[src/rtl/multicycle_control.sv]
// Multi-cycle MIPS sequencing FSM: Moore decode of datapath strobes per state,
// memory states stretched until MemReady, with a watchdog on stalled memory
// and recovery from illegal opcodes.
module multicycle_control #(
  parameter int WAIT_LIMIT = 15
) (
  input  logic       clk,
  input  logic       reset,
  input  logic [5:0] OP,
  input  logic [5:0] Funct,
  input  logic       Zero,
  input  logic       MemReady,
  output logic       PCWrite,
  output logic       IRWrite,
  output logic       RegWrite,
  output logic       MemRead,
  output logic       MemWrite,
  output logic       PCWriteCondEQ,
  output logic       PCWriteCondNE,
  output logic       IorD,
  output logic       MemtoReg,
  output logic       RegDst,
  output logic       ALUSrcA,
  output logic       JalLink,
  output logic [1:0] ALUSrcB,
  output logic [2:0] ALUOp,
  output logic [1:0] PCSource,
  output logic       Illegal,
  output logic       Timeout,
  output logic [3:0] StateOut
);

  localparam logic [3:0] FETCH     = 4'd0;
  localparam logic [3:0] DECODE    = 4'd1;
  localparam logic [3:0] MEM_ADDR  = 4'd2;
  localparam logic [3:0] MEM_READ  = 4'd3;
  localparam logic [3:0] MEM_WB    = 4'd4;
  localparam logic [3:0] MEM_WRITE = 4'd5;
  localparam logic [3:0] EXEC_R    = 4'd6;
  localparam logic [3:0] R_WB      = 4'd7;
  localparam logic [3:0] EXEC_I    = 4'd8;
  localparam logic [3:0] I_WB      = 4'd9;
  localparam logic [3:0] BRANCH    = 4'd10;
  localparam logic [3:0] JUMP      = 4'd11;
  localparam logic [3:0] JAL       = 4'd12;
  localparam logic [3:0] JR        = 4'd13;

  localparam logic [5:0] OP_RTYPE = 6'h00;
  localparam logic [5:0] OP_J     = 6'h02;
  localparam logic [5:0] OP_JAL   = 6'h03;
  localparam logic [5:0] OP_BEQ   = 6'h04;
  localparam logic [5:0] OP_BNE   = 6'h05;
  localparam logic [5:0] OP_ADDI  = 6'h08;
  localparam logic [5:0] OP_ANDI  = 6'h0C;
  localparam logic [5:0] OP_ORI   = 6'h0D;
  localparam logic [5:0] OP_LUI   = 6'h0F;
  localparam logic [5:0] OP_LW    = 6'h23;
  localparam logic [5:0] OP_SW    = 6'h2B;
  localparam logic [5:0] FUNCT_JR = 6'h08;

  localparam logic [2:0] ALU_ADD   = 3'b000;
  localparam logic [2:0] ALU_SUB   = 3'b001;
  localparam logic [2:0] ALU_FUNCT = 3'b010;
  localparam logic [2:0] ALU_OR    = 3'b011;
  localparam logic [2:0] ALU_AND   = 3'b100;
  localparam logic [2:0] ALU_LUI   = 3'b101;

  localparam int CNT_W = (WAIT_LIMIT > 15) ? $clog2(WAIT_LIMIT + 1) : 4;
  localparam logic [CNT_W-1:0] LIMIT_M1 = CNT_W'(WAIT_LIMIT - 1);

  logic [3:0]       state;
  logic [3:0]       nextState;
  logic [CNT_W-1:0] waitCnt;
  logic             memState;
  logic             timeoutRaw;
  logic             pcWriteRaw;
  logic             irWriteRaw;
  logic             regWriteRaw;
  logic             memWriteRaw;
  logic             condEqRaw;
  logic             condNeRaw;
  logic             illegalRaw;

  // Zero is qualified in the datapath; the port stays for interface compatibility.
  logic unusedZero;
  assign unusedZero = Zero;

  // I-type ALU operation, shared by EXEC_I and I_WB so the result stays stable.
  function automatic logic [2:0] immAluOp(input logic [5:0] op);
    case (op)
      OP_ANDI: immAluOp = ALU_AND;
      OP_ORI:  immAluOp = ALU_OR;
      OP_LUI:  immAluOp = ALU_LUI;
      default: immAluOp = ALU_ADD;
    endcase
  endfunction

  assign memState   = (state == FETCH) || (state == MEM_READ) || (state == MEM_WRITE);
  assign timeoutRaw = (WAIT_LIMIT != 0) && memState && !MemReady && (waitCnt == LIMIT_M1);

  // Moore output decode and next-state selection for the current state.
  always_comb begin
    // NOTE: every output gets a default first so no path through the case infers a latch.
    nextState   = state;
    pcWriteRaw  = 1'b0;
    irWriteRaw  = 1'b0;
    regWriteRaw = 1'b0;
    memWriteRaw = 1'b0;
    condEqRaw   = 1'b0;
    condNeRaw   = 1'b0;
    illegalRaw  = 1'b0;
    MemRead     = 1'b0;
    IorD        = 1'b0;
    MemtoReg    = 1'b0;
    RegDst      = 1'b0;
    ALUSrcA     = 1'b0;
    JalLink     = 1'b0;
    ALUSrcB     = 2'b00;
    ALUOp       = ALU_ADD;
    PCSource    = 2'b00;
    case (state)
      FETCH: begin
        MemRead    = 1'b1;
        ALUSrcB    = 2'b01;
        pcWriteRaw = MemReady;
        irWriteRaw = MemReady;
        if (MemReady) nextState = DECODE;
      end
      DECODE: begin
        ALUSrcB = 2'b11;
        case (OP)
          OP_RTYPE:                         nextState = (Funct == FUNCT_JR) ? JR : EXEC_R;
          OP_LW, OP_SW:                     nextState = MEM_ADDR;
          OP_ADDI, OP_ANDI, OP_ORI, OP_LUI: nextState = EXEC_I;
          OP_BEQ, OP_BNE:                   nextState = BRANCH;
          OP_J:                             nextState = JUMP;
          OP_JAL:                           nextState = JAL;
          default: begin
            illegalRaw = 1'b1;
            nextState  = FETCH;
          end
        endcase
      end
      MEM_ADDR: begin
        ALUSrcA   = 1'b1;
        ALUSrcB   = 2'b10;
        nextState = (OP == OP_LW) ? MEM_READ : MEM_WRITE;
      end
      MEM_READ: begin
        MemRead = 1'b1;
        IorD    = 1'b1;
        if (MemReady) nextState = MEM_WB;
      end
      MEM_WB: begin
        regWriteRaw = 1'b1;
        MemtoReg    = 1'b1;
        nextState   = FETCH;
      end
      MEM_WRITE: begin
        memWriteRaw = 1'b1;
        IorD        = 1'b1;
        if (MemReady) nextState = FETCH;
      end
      EXEC_R: begin
        ALUSrcA   = 1'b1;
        ALUOp     = ALU_FUNCT;
        nextState = R_WB;
      end
      R_WB: begin
        regWriteRaw = 1'b1;
        RegDst      = 1'b1;
        nextState   = FETCH;
      end
      EXEC_I: begin
        ALUSrcA   = 1'b1;
        ALUSrcB   = 2'b10;
        ALUOp     = immAluOp(OP);
        nextState = I_WB;
      end
      I_WB: begin
        regWriteRaw = 1'b1;
        ALUOp       = immAluOp(OP);
        nextState   = FETCH;
      end
      BRANCH: begin
        ALUSrcA   = 1'b1;
        ALUOp     = ALU_SUB;
        PCSource  = 2'b01;
        condEqRaw = (OP == OP_BEQ);
        condNeRaw = (OP == OP_BNE);
        nextState = FETCH;
      end
      JUMP: begin
        pcWriteRaw = 1'b1;
        PCSource   = 2'b10;
        nextState  = FETCH;
      end
      JAL: begin
        pcWriteRaw  = 1'b1;
        PCSource    = 2'b10;
        regWriteRaw = 1'b1;
        JalLink     = 1'b1;
        nextState   = FETCH;
      end
      JR: begin
        pcWriteRaw = 1'b1;
        PCSource   = 2'b11;
        nextState  = FETCH;
      end
      default: nextState = FETCH;
    endcase
    if (timeoutRaw) nextState = FETCH;
  end

  // State register with synchronous active-low reset.
  always_ff @(posedge clk) begin
    // NOTE: non-blocking assignments so every flop samples pre-edge values.
    if (!reset) state <= FETCH;
    else        state <= nextState;
  end

  // Memory wait counter: counts stalled cycles, clears on state change or timeout.
  always_ff @(posedge clk) begin
    if (!reset)                                  waitCnt <= '0;
    else if ((nextState != state) || timeoutRaw) waitCnt <= '0;
    else if (memState && !MemReady && (waitCnt != '1))
      waitCnt <= waitCnt + 1'b1;
  end

  // Write strobes and error pulses are suppressed for as long as reset is held.
  assign PCWrite       = reset & pcWriteRaw;
  assign IRWrite       = reset & irWriteRaw;
  assign RegWrite      = reset & regWriteRaw;
  assign MemWrite      = reset & memWriteRaw;
  assign PCWriteCondEQ = reset & condEqRaw;
  assign PCWriteCondNE = reset & condNeRaw;
  assign Illegal       = reset & illegalRaw;
  assign Timeout       = reset & timeoutRaw;
  assign StateOut      = state;

endmodule

[config.mk]
export PLATFORM = sky130hd
export DESIGN_NAME = multicycle_control
export DESIGN_NICKNAME = d
export VERILOG_FILES = /design/src/rtl/multicycle_control.sv
export SDC_FILE = /design/constraint.sdc
export NUM_CORES = 1
export LEC_CHECK = 0
export ABC_AREA = 1
export ABC_CLOCK_PERIOD_IN_PS = 2400
export BUFFER_PORTS_ARGS = -buffer_cell sky130_fd_sc_hd__buf_2
export CORE_ASPECT_RATIO = 0.8
export CORE_MARGIN = 2
export CORE_UTILIZATION = 53
export CTS_BUF_LIST = sky130_fd_sc_hd__clkbuf_4
export DETAILED_ROUTE_END_ITERATION = 8
export PLACE_DENSITY = 0.95
export SLEW_MARGIN = 20
export SYNTH_ARGS = -nofsm -noshare
export SYNTH_HDL_FRONTEND = slang
export SYNTH_SLANG_ARGS = --single-unit
export TNS_END_PERCENT = 5
[constraint.sdc]
create_clock -name clk -period 2.4 [get_ports clk]
set_clock_uncertainty 0.05 [all_clocks]
set_input_delay 0.48 -clock clk [delete_from_list [all_inputs] [get_ports clk]]
set_output_delay 0.48 -clock clk [all_outputs]
set_load 0.03 [all_outputs]
==> summary.txt <==
Outcome
  – Outcome: complete, no violations

Timing
  – Unrepaired setup endpoints after global routing: no
  – Slew HR: 78.2%
  – Max-slew violations: 0
  – Fin crit period: 2.22 ns
  – Final Hold Fails: 0
  – WHS: 0.521 ns
  – Fmax: 0.450 GHz
  – Finish-stage setup viols: 0
  – Worst slew pin tran: 0.327 ns
  – Final Cycle Share: 92.5%
  – Final TNS setup: 0 ns

Drt
  – Post-Route WL: 2380 um
  – DRC: 0
  – Vias: 1202
  – WL/cell: 9.78 um
  – Vias per std cell: 4.95
  – Remaining antenna violation count: 0
  – 1st-iter DRT viols: 34
  – Drt first pass iters: 4

Synth
  – Ys Warns: 0
  – Synth area leaders: nand2_1 18%, dfxtp_1 16%, nor2_1 12%
  – Syn Nets: 195
  – Yosys top cell by area: nand2_1
  – Top-area cell type share of the netlist area: 17.6%
  – Cells after synthesis: 177
  – Unique cell type count in the Yosys netlist: 27
  – Post-synthesis register bit count: 8
  – Syn Area/Cell: 5.68 sq um
  – Post-synthesis cell area: 1000 sq um
  – Sequential area share after synthesis: 15.9%

Cells and area
  – Non-filler cells, final: 243
  – Final #Nets: 239
  – Layout cell share with drive strength beyond 1: 28.8%
  – Core Util, Final: 68.4%
  – Number of diodes: 0
  – Final Cell Area: 1260 sq um
  – P&R area growth vs syn: 25.3%

Place
  – Cells after DPL: 240
  – Dpl hpwl: 2050 um
  – Area after DPL: 1240 sq um
  – Routability cong.: 0.932
  – Port bufs: 39

GRT
  – Total GRT Usage: 22.4%
  – First-pass GRT wire length: 3950 um
  – Initial antenna violation count: 0
  – GRT overflow: 0
  – Pin count of the biggest net entering global routing: 10
  – Vias in the first global route: 998

Power and ir drop
  – Power Density: 297 nW/um^2
  – Worst VDD drop: 259 uV
  – Leakage: 0.000739 uW

Floorplan
  – Die W: 52.7 um
  – Initial Utilization: 54.6%
  – DIE HEIGHT: 42.9 um
  – DIE AREA: 2260 sq um
  – I/O Pins: 41
  – FP Rows: 14
  – Core ar.: 1840 sq um

Clocking
  – # Post-CTS Setup Buffers: 0
  – Clock Tree Buf Depth: 2
  – TritonCTS buffer count: 3
  – CTS tree: yes
  – H-Tree Depth: 1
  – CTS clk-pin slew, worst paths: 0.06 ns
  – Post_cts resized: 0
  – CTS Hold Bufs: 0
  – Clock Tree Root: clkbuf_4
  – Clk sinks: 8
  – Clock Latency Late Sink: 0.24 ns

Job
  – Max cap viols: 0

Worst setup path
  – Setup CP Type: reg2out
  – Crit path launch type: flip-flop
  – Required time of the critical path: 1.87 ns
  – CP max FO: 6
  – CP Data Arrival Time: 1.69 ns
  – Setup crit end kind: output port

Hold path
  – Hold Path Class: reg2reg
cell families after synthesis:
| logic type | after synthesis | synth area share (%) |
|---|---|---|
| simple gates | 123 | 62.0 |
| flops | 8 | 15.9 |
| buf+inv | 32 | 12.0 |
| xor+xnor | 3 | 2.62 |
| fa+ha+maj | 2 | 2.49 |
| compound gates | 9 | 4.98 |
final cells by class:
class | count | area, sq um
Sequential cell | 8 | 160
Fill cell | 172 | 581
Inverter | 32 | 120
Tap cell | 24 | 30.0
Timing Repair Buffer | 39 | 195
Multi-Input combinational cell | 137 | 731
Clock buffer | 3 | 22.5
cell usage after synthesis (all sizes together):
master / number
o41ai: 1
ha: 2
nor4: 1
xor2: 2
dfxtp: 8
inv: 31
nand2: 49
nor2: 38
nand3: 23
o22ai: 1
xnor2: 1
clkinv: 1
a21oi: 1
o21ai: 6
nand4: 5
nand3b: 1
nor3: 6
final timing paths:
check	to	depth (start not counted)	slack, ns	start
max	Illegal	7	0.18	StateOut[0]
min	waitCnt[2]	3	0.52	waitCnt[2]
max reg2reg	waitCnt[0]	10	0.65	StateOut[1]
min reg2reg	waitCnt[2]	3	0.52	waitCnt[2]
cells in the final DEF, fill, tap and decap left out:
| master | Yosys | final |
|---|---|---|
| nand2_1 | 47 | 47 |
| buf_2 | 0 | 39 |
| o41ai_1 | 1 | 1 |
| clkbuf_4 | 0 | 3 |
| xor2_1 | 2 | 2 |
| a21oi_1 | 1 | 1 |
| nand3_2 | 5 | 5 |
| nand2_2 | 1 | 1 |
| nand4_4 | 1 | 1 |
| inv_1 | 27 | 27 |
| xnor2_1 | 1 | 1 |
| nand4_1 | 4 | 4 |
| nand3_4 | 1 | 1 |
| nand2_4 | 1 | 1 |
| inv_2 | 4 | 4 |
| ha_1 | 2 | 2 |
| o21ai_0 | 6 | 6 |
| nor2_1 | 32 | 32 |
| nor4_2 | 0 | 1 |
| dfxtp_1 | 8 | 8 |
| nor3_1 | 5 | 5 |
| nor3_2 | 1 | 1 |
| nor2_4 | 2 | 2 |
| nand3_1 | 17 | 17 |
| nor2_2 | 3 | 3 |
| o22ai_1 | 1 | 1 |
| nor2_8 | 1 | 1 |
| clkinv_1 | 1 | 1 |
| nand3b_1 | 1 | 1 |
stage by stage:
step           worst slack (ns)  total power, uW
6_report                  0.180              374
5_1_grt                  0.0357              398
4_1_cts                   0.183              375
3_5_place_dp              0.386              277
3_3_place_gp              0.410              275
2_1_floorplan           -0.0285              237
worst max-delay path: stages (launching register included):
cell	delay (ns)
dfxtp_1	0.45
inv_2	0.07
nor2_2	0.21
inv_2	0.12
nor2_8	0.12
inv_1	0.06
nor3_1	0.18
buf_2	0.23
flip-flops by register name, indices dropped and copies added (netlist names):
signal and flops:
StateOut 4, waitCnt 4
where the power goes:
part,total [uW],switching [uW],internal [uW]
logic,132,90.8,41.5
registers,143,6.31,137
clock network,98.8,41.8,57.0
total,374,139,236
per-layer routing:
| metal | up-vias | share of wire [%] | track usage, % |
|---|---|---|---|
| met4 | 0 | 0.50 | 4.62 |
| li1 | 648 | - | - |
| met5 | - | 0 | 0 |
| met3 | 2 | 8.8 | 2.11 |
| met2 | 46 | 39 | 34.8 |
| met1 | 506 | 52 | 33.3 |
(Power assumes the default switching activity.)
